`config.mk`:
```
export PLATFORM = sky130hd
export DESIGN_NAME = serial_adder2
export DESIGN_NICKNAME = d
export VERILOG_FILES = /design/src/rtl/serial_adder_pkg.sv /design/src/rtl/bit2adder.sv /design/src/rtl/serial_adder2.sv
export SDC_FILE = /design/constraint.sdc
export NUM_CORES = 1
export LEC_CHECK = 0
export BUFFER_PORTS_ARGS = -buffer_cell sky130_fd_sc_hd__buf_2
export CAP_MARGIN = 20
export CORE_MARGIN = 3
export CORE_UTILIZATION = 50
export CTS_CLUSTER_DIAMETER = 150
export CTS_CLUSTER_SIZE = 16
export DETAILED_ROUTE_END_ITERATION = 16
export HOLD_SLACK_MARGIN = 0.08
export PLACE_DENSITY = 0.76
export SLEW_MARGIN = 20
export SYNTH_ARGS = -nofsm -noshare
export SYNTH_HDL_FRONTEND = slang
export SYNTH_SLANG_ARGS = --single-unit
```
`constraint.sdc`:
```
create_clock -name clk -period 1.4 [get_ports clk]
set_clock_uncertainty 0.05 [all_clocks]
set_input_delay 0.14 -clock clk [delete_from_list [all_inputs] [get_ports clk]]
set_output_delay 0.14 -clock clk [all_outputs]
set_load 0.01 [all_outputs]
```
`src/rtl/serial_adder_pkg.sv`:
```
`default_nettype none
// ============================================================================
// Module   : serial_adder_pkg
// Purpose  : Shared types and constants for the digit-serial adder: FSM
//            state encoding, digit size and the digit-counter width helper.
// Revision : 1.0 - initial release
// ============================================================================
package serial_adder_pkg;

    // Bits consumed per clock by the slice adder
    localparam int DIGIT_BITS = 2;

    // Controller states
    typedef enum logic [0:0] {
        IDLE = 1'b0,
        RUN  = 1'b1
    } state_t;

    // One spare bit above the last digit index so the count never wraps
    function automatic int cnt_width(input int n_digits);
        return $clog2(n_digits) + 1;
    endfunction

endpackage
`default_nettype wire

```
`src/rtl/bit2adder.sv`:
```
`default_nettype none
// ============================================================================
// Module   : bit2adder
// Purpose  : 2-bit ripple slice: {cout,s1,s0} = {a1,a0} + {b1,b0} + cin.
//            This is the only arithmetic in the serial adder.
// Revision : 1.0 - initial release
// ============================================================================
module bit2adder (
    input  logic a0,
    input  logic a1,
    input  logic b0,
    input  logic b1,
    input  logic cin,
    output logic s0,
    output logic s1,
    output logic cout
);

    logic [2:0] w_total;

    // Three-bit result covers the largest case 3 + 3 + 1
    assign w_total       = {1'b0, a1, a0} + {1'b0, b1, b0} + {2'b00, cin};
    assign {cout, s1, s0} = w_total;

endmodule
`default_nettype wire

```
`src/rtl/serial_adder2.sv`:
```
`default_nettype none
// ============================================================================
// Module   : serial_adder2
// Purpose  : Digit-serial adder. Latches two WIDTH-bit operands and adds them
//            two bits per clock, LSB digit first, through one bit2adder slice
//            and a registered carry. start/busy/done handshake; sum and cout
//            update only on the completing edge.
//            Optional: define SERIAL_ADDER_OVF_EN to add the signed-overflow
//            output ovf.
// Revision : 1.0 - initial release
// ============================================================================
module serial_adder2
    import serial_adder_pkg::*;
#(
    parameter int WIDTH = 16
) (
    input  logic             clk,
    input  logic             rst_n,
    input  logic             start,
    input  logic [WIDTH-1:0] a,
    input  logic [WIDTH-1:0] b,
    input  logic             cin,
    output logic             busy,
    output logic             done,
    output logic [WIDTH-1:0] sum,
    output logic             cout
`ifdef SERIAL_ADDER_OVF_EN
    ,
    output logic             ovf
`endif
);

    localparam int                 c_num_digits = WIDTH / DIGIT_BITS;
    localparam int                 c_cnt_w      = cnt_width(c_num_digits);
    localparam logic [c_cnt_w-1:0] c_last_digit = c_cnt_w'(c_num_digits - 1);

    // Odd or too-small widths cannot be split into whole digits
    generate
        if ((WIDTH < 2) || ((WIDTH % 2) != 0)) begin : g_bad_width
            $error("serial_adder2: WIDTH must be even and >= 2");
        end
    endgenerate

    state_t             r_state;
    logic [WIDTH-1:0]   r_a;
    logic [WIDTH-1:0]   r_b;
    logic [WIDTH-1:0]   r_acc;
    logic               r_carry;
    logic [c_cnt_w-1:0] r_cnt;
`ifdef SERIAL_ADDER_OVF_EN
    logic               r_a_msb;
    logic               r_b_msb;
`endif

    logic               w_s0;
    logic               w_s1;
    logic               w_cout;
    logic [WIDTH-1:0]   w_acc_next;

    bit2adder u_slice (
        .a0   (r_a[0]),
        .a1   (r_a[1]),
        .b0   (r_b[0]),
        .b1   (r_b[1]),
        .cin  (r_carry),
        .s0   (w_s0),
        .s1   (w_s1),
        .cout (w_cout)
    );

    // New digit enters at the top; after the last digit the first one sits at [1:0]
    assign w_acc_next = WIDTH'({w_s1, w_s0, r_acc} >> DIGIT_BITS);

    // Controller, operand/result shift registers and registered outputs
    always_ff @(posedge clk or negedge rst_n) begin
        if (!rst_n) begin
            r_state <= IDLE;
            r_a     <= '0;
            r_b     <= '0;
            r_acc   <= '0;
            r_carry <= 1'b0;
            r_cnt   <= '0;
            busy    <= 1'b0;
            done    <= 1'b0;
            sum     <= '0;
            cout    <= 1'b0;
`ifdef SERIAL_ADDER_OVF_EN
            r_a_msb <= 1'b0;
            r_b_msb <= 1'b0;
            ovf     <= 1'b0;
`endif
        end else begin
            done <= 1'b0;
            case (r_state)
                IDLE: begin
                    if (start) begin
                        r_a     <= a;
                        r_b     <= b;
                        r_carry <= cin;
                        r_cnt   <= '0;
                        r_state <= RUN;
                        busy    <= 1'b1;
`ifdef SERIAL_ADDER_OVF_EN
                        r_a_msb <= a[WIDTH-1];
                        r_b_msb <= b[WIDTH-1];
`endif
                    end
                end
                RUN: begin
                    r_carry <= w_cout;
                    r_acc   <= w_acc_next;
                    r_a     <= r_a >> DIGIT_BITS;
                    r_b     <= r_b >> DIGIT_BITS;
                    r_cnt   <= r_cnt + c_cnt_w'(1);
                    if (r_cnt == c_last_digit) begin
                        r_state <= IDLE;
                        busy    <= 1'b0;
                        done    <= 1'b1;
                        sum     <= w_acc_next;
                        cout    <= w_cout;
`ifdef SERIAL_ADDER_OVF_EN
                        ovf     <= (r_a_msb == r_b_msb) &&
                                   (w_acc_next[WIDTH-1] != r_a_msb);
`endif
                    end
                end
                default: begin
                    r_state <= IDLE;
                    busy    <= 1'b0;
                end
            endcase
        end
    end

endmodule
`default_nettype wire

```
# ---- Word level (Yosys, flattened, before mapping)
# Index checks and enable logic that the tools add are counted.
dict set report op_classes {
  n_eq_ne 3
  reduce_logical 2
  div 0
  order_cmp 0
  muxes 16
  add_sub_neg 3
  mul 0
  shifts 0
  n_bitwise 1
}
# cell count
set ops {}
lappend ops {{$pmux W16 S2} 2}
lappend ops {{$mux W16} 2}
lappend ops {{$pmux W4 S2} 1}
lappend ops {{$mux W1} 7}
lappend ops {{$pmux W1 S2} 3}
lappend ops {{$add A4 B1 Y4 const B} 1}
lappend ops {{$eq A4 B3 Y1 const B} 1}
lappend ops {{$mux W4} 1}
lappend ops {{$reduce_and A2 Y1} 2}
lappend ops {{$add A2 B2 Y3} 1}
lappend ops {{$add A3 B1 Y3} 1}
lappend ops {{$ne A2 B1 Y1 const B} 1}
lappend ops {{$ne A2 B2 Y1 const B} 1}
lappend ops {{$not A1 Y1} 1}
dict set report totals {
  mem_bits_rw 0
  register_bits 73
  romBits 0
  latchBits 0
  out_inout_bits 19
  n_memories 0
  in_bits 36
}

# ---- Depth between registers and ports, before layout
dict set report logic_depth {
  word_depth 3
  ltp_mapped 5
  mapped_depth_nobuf 4
}

# ---- By module
# Synthesis repeated with hierarchy kept, for this count alone.
dict set report hier_totals {
  cells_unflattened 240
  hier_area_um2 3036.7
}
# module n_inst area_per_inst_um2 seq_area_each_um2 cells_per_inst
set modules_own_cells {}
lappend modules_own_cells {serial_adder2 1 2966.6 1776.7 230}
lappend modules_own_cells {bit2adder 1 70.1 0.0 10}

# ---- Least setup slack after synthesis
# Ideal clock, no wire load.
dict set report synth_timing {
  kind {reg-to-reg}
  from {reg r_carry}
  to {reg sum[15]}
  setup_slack_ns -0.134
  setup_time_ns 0.132
  synth_period_minus_slack_ns 1.534
  arrival_ns 1.352
  stages_incl_launch_ff 5
  cell_sequence {dfrtp_1 -> inv_1 -> fa_1 -> fa_1 -> o21ai_0}
}
dict set report synth_via {
  elab_chain_len 1
}
# item line_no
set synth_lines {}
lappend synth_lines {{start, declared} serial_adder2.sv:48} ;# logic r_carry;
lappend synth_lines {{start signal, assigned} serial_adder2.sv:99} ;# r_carry <= cin;
lappend synth_lines {{start signal, assigned} serial_adder2.sv:110} ;# r_carry <= w_cout;
lappend synth_lines {{$add A3 B1 Y3} bit2adder.sv:22} ;# assign w_total = {1'b0, a1, a0} + {1'b0, b1, b0} + {2'b00, cin};
lappend synth_lines {{end signal, assigned} serial_adder2.sv:119} ;# sum <= w_acc_next;
lappend synth_lines {{end, declared} serial_adder2.sv:25} ;# output logic [WIDTH-1:0] sum,
# No other way between the ends.
# A chain may end at the register's enable or synchronous reset.

# ---- Final worst setup path
dict set report layout_timing {
  from {reg r_a[0]}
  to {reg r_acc[15]}
}
dict set report layout_via {
  elab_chain_len 2
}
# item line_no
set layout_lines {}
lappend layout_lines {{start, declared} serial_adder2.sv:45} ;# logic [WIDTH-1:0] r_a;
lappend layout_lines {{start signal, assigned} serial_adder2.sv:112} ;# r_a <= r_a >> DIGIT_BITS;
lappend layout_lines {{$add A2 B2 Y3} bit2adder.sv:22}
lappend layout_lines {{$add A3 B1 Y3} bit2adder.sv:22}
lappend layout_lines {{end signal, assigned} serial_adder2.sv:111} ;# r_acc <= w_acc_next;
lappend layout_lines {{end, declared} serial_adder2.sv:47} ;# logic [WIDTH-1:0] r_acc;
# No other way between the ends.

==> impl_metrics.env <==
export IMPL_nFillCells=414
export IMPL_cts_inserted_buffers=9
export IMPL_cpPeakStageDelay_ns=0.53
export IMPL_drc=0
export IMPL_path_clk_slew_ns=0.07
export IMPL_finalSetupViolations=4
export IMPL_antenna_found_initial=0
export IMPL_crit_path_top_delay_cell="fa_1"
export IMPL_postRouteAntennaNets=0
export IMPL_gr_usage_all_layers_pct=17.8
export IMPL_dp_cells=368
export IMPL_root_buffer="clkbuf_8"
export IMPL_cp_num_buf_inv=1
export IMPL_synth_cell_types=23
export IMPL_io_pins=55
export IMPL_violations="setup timing"
export IMPL_synth_net_count=284
export IMPL_synth_edff_count=0
export IMPL_max_freq_mhz=643
export IMPL_crit_path_end_kind="register"
export IMPL_yosys_top_cells_count="dfrtp_1 (71), mux2i_1 (35), nand2_1 (35), o21ai_0 (35), mux2_2 (15)"
export IMPL_outcome="finished, violations left"
export IMPL_clock_latency_ns=0.33
export IMPL_h_tree_depth=3
export IMPL_drt_met1_wl_mm=2.46
export IMPL_tightestPinTransition_ns=0.365
export IMPL_critPathMaxFanout=2
export IMPL_fin_crit_ns=1.55
export IMPL_multi_input_area_um2=1140
export IMPL_core_um2=5680
export IMPL_avgSynthCellArea_um2=12.4
export IMPL_holdPathStages=4
export IMPL_die_area_um2=7030
export IMPL_synthCells=245
export IMPL_grt_max_degree=73
export IMPL_fp_dieH_um=83.8
export IMPL_reg2regPathDepth=4
export IMPL_diodes=0
export IMPL_yosysMostFrequentCell="dfrtp_1"
export IMPL_clock_sinks=71
export IMPL_synth_async_sr_flop_share_pct=100
export IMPL_hp_start="start"
export IMPL_ir_worst_vdd_mv=1.00
export IMPL_r2r_start="r_a[0]"
export IMPL_grt_pass1_vias=2227
export IMPL_synth_top_area_share_pct=58.7
export IMPL_grt_overflow=0
export IMPL_vias=2108
export IMPL_rows=27
export IMPL_met2_length_mm=2.89
export IMPL_crit_chain="inv_2 -> fa_2 -> fa_1 -> mux2i_1"
export IMPL_dp_hpwl_mm=3.52
export IMPL_port_buffers=54
export IMPL_setup_ws_ns=-0.154
export IMPL_start_kind="register"
export IMPL_ys_ff_latch=71
export IMPL_nets=382
export IMPL_rsz0062_at_grt="true"
export IMPL_clk_path_buf_depth=2
export IMPL_ff_latch_area_um2=1780
export IMPL_dr_pass1_iters=6
export IMPL_cts_tree="yes"
export IMPL_top_layer_used="met4"
export IMPL_wl_per_cell_um=13.8
export IMPL_netlist_top_cells_area="dfrtp_1 (59%), mux2i_1 (12%), o21ai_0 (5.8%)"
export IMPL_cp_top_family="adder cells"
export IMPL_fin_cells=417
export IMPL_hold_path_class="primary input to register"
export IMPL_gp_congestion=0.774
export IMPL_worstSetupPathType="register to register"
export IMPL_yosys_most_used_dff="dfrtp_1"
export IMPL_p_per_area_nw_per_um2=1910
export IMPL_slew_headroom_pct=75.7
export IMPL_drt_wl_total_mm=5.75
export IMPL_netlist_area_um2=3030
export IMPL_report_final_slew_viol_count=0
export IMPL_final_layout_size_suffix_gt1_share_pct=31.9
export IMPL_vias_per_cell=5.06
export IMPL_worstPathArrival_ns=1.72
export IMPL_synth_largest_area_cell="dfrtp_1"
export IMPL_finalSetupTns_ns=-0.429
export IMPL_p_leak_nw=2.03
export IMPL_drv_cap=0
export IMPL_die_w_um=83.8
export IMPL_grt_pass1_wl_mm=9.94
export IMPL_cp_required_ns=1.57
export IMPL_met3_length_um=221
export IMPL_ys_seq_area_share_pct=58.7
export IMPL_reg2reg_setup_slack_ns=-0.15
export IMPL_ys_warn_count=0
export IMPL_holdPathEnd="busy"
export IMPL_drt_initial_drc_count=37
export IMPL_hold_viol=0
export IMPL_area_growth_synth_to_final_pct=32.3
export IMPL_initial_core_util_pct=53.4
export IMPL_rr_endpoint="r_acc[15]"
export IMPL_finalCritPeriodShare_pct=111
-- metrics by stage --
| stage | worst slack, ns | instance area, um^2 | hold slack, ns | total power [mW] | util (%) |
|---|---|---|---|---|---|
| 5_1_grt | -0.203 | 4010 | 0.315 | 8.24 | 70.6 |
| 6_report | -0.154 | 4010 | 0.288 | 7.67 | 70.6 |
| 3_3_place_gp | -0.130 | 3470 | 0.144 | 5.91 | 61.1 |
| 2_1_floorplan | -0.111 | 3030 | -0.206 | 5.14 | - |
| 3_5_place_dp | -0.146 | 3470 | 0.145 | 6.06 | 61.1 |
| 4_1_cts | -0.125 | 4000 | 0.267 | 7.74 | 70.5 |
-- per-layer routing --
metal | GRT usage [%] | vias to the layer above
met1 | 21.5 | 1015
li1 | - | 1028
met3 | 4.34 | 17
met2 | 29.2 | 48
met5 | 0 | -
met4 | 9.50 | 0
-- worst min-delay path, stage by stage --
cell	delay (ns)
buf_2	0.11
buf_12	0.18
nor2_1	0.13
a21oi_1	0.05
-- sequential cells by signal, indices dropped and copies added (netlist names) --
| signal | flops |
|---|---|
| r_a | 16 |
| r_carry | 1 |
| r_acc | 14 |
| sum | 16 |
| r_state | 1 |
| busy | 1 |
| cout | 1 |
| r_cnt | 4 |
| r_b | 16 |
| done | 1 |
-- worst max path at each step --
stage          startpoint         to  cells after the start
5_1_grt            r_a[0]  r_acc[15]                      4
4_1_cts            r_a[0]  r_acc[15]                      4
3_5_place_dp       r_a[0]  r_acc[15]                      4
6_report           r_a[0]  r_acc[15]                      4
2_1_floorplan      r_a[0]  r_acc[15]                      4
3_3_place_gp       r_a[0]  r_acc[15]                      4
-- cells in the final DEF (no fill, tap or decap) --
| cell | instances |
|---|---|
| a21oi_1 | 2 |
| mux2i_1 | 35 |
| dfrtp_2 | 1 |
| a22o_1 | 2 |
| clkbuf_1 | 1 |
| inv_1 | 6 |
| fa_1 | 1 |
| dlygate4sd3_1 | 34 |
| bufinv_16 | 1 |
| buf_2 | 54 |
| buf_4 | 9 |
| o21ai_0 | 33 |
| mux2_4 | 9 |
| nand3_1 | 1 |
| xor2_1 | 1 |
| o21ai_1 | 2 |
| nand2b_1 | 2 |
| nand4b_4 | 1 |
| inv_2 | 2 |
| fa_2 | 1 |
| nor2_1 | 7 |
| clkbuf_8 | 11 |
| dfrtp_1 | 70 |
| mux2_2 | 15 |
| nor2b_1 | 1 |
| a211oi_1 | 1 |
| buf_12 | 5 |
| nand2_1 | 35 |
| xnor2_1 | 1 |
| ha_2 | 1 |
-- repair_timing --
item | 4_1_cts | 5_1_grt
pin swaps | 2 | 4
endpoints found under the hold margin | 104 | 0
endpoints found under the setup margin | 4 | 12
gates resized for setup | 0 | 1
setup buffers | 1 | 1
hold buffers | 34 | 0
-- power by group --
group          internal [mW]  total (mW)  switching, mW  leakage (nW)
Combinational           1.47        2.70           1.23          1.01
Clock                  0.893        1.58          0.691        0.0944
Sequential              2.90        3.39          0.488         0.923
Total                   5.26        7.67           2.41          2.03
-- cell families after synthesis --
logic type / count (synthesis) / share of synthesized area [%]
mux: 59 / 21.6
flops: 71 / 58.7
simple gates: 47 / 6.77
compound gates: 40 / 6.94
buf+inv: 23 / 3.72
fa+ha+maj: 3 / 1.73
xor+xnor: 2 / 0.578
-- layout make-up --
cell class | instances | share of cell area (%)
timing repair buffer | 102 | 19.4
multi-input combinational | 151 | 28.6
clock buffer | 12 | 3.87
tap | 72 | 2.25
sequential | 71 | 44.4
inverter | 8 | 0.750
clock inverter | 1 | 0.750
Note: power is estimated with default switching activity, not from simulation.
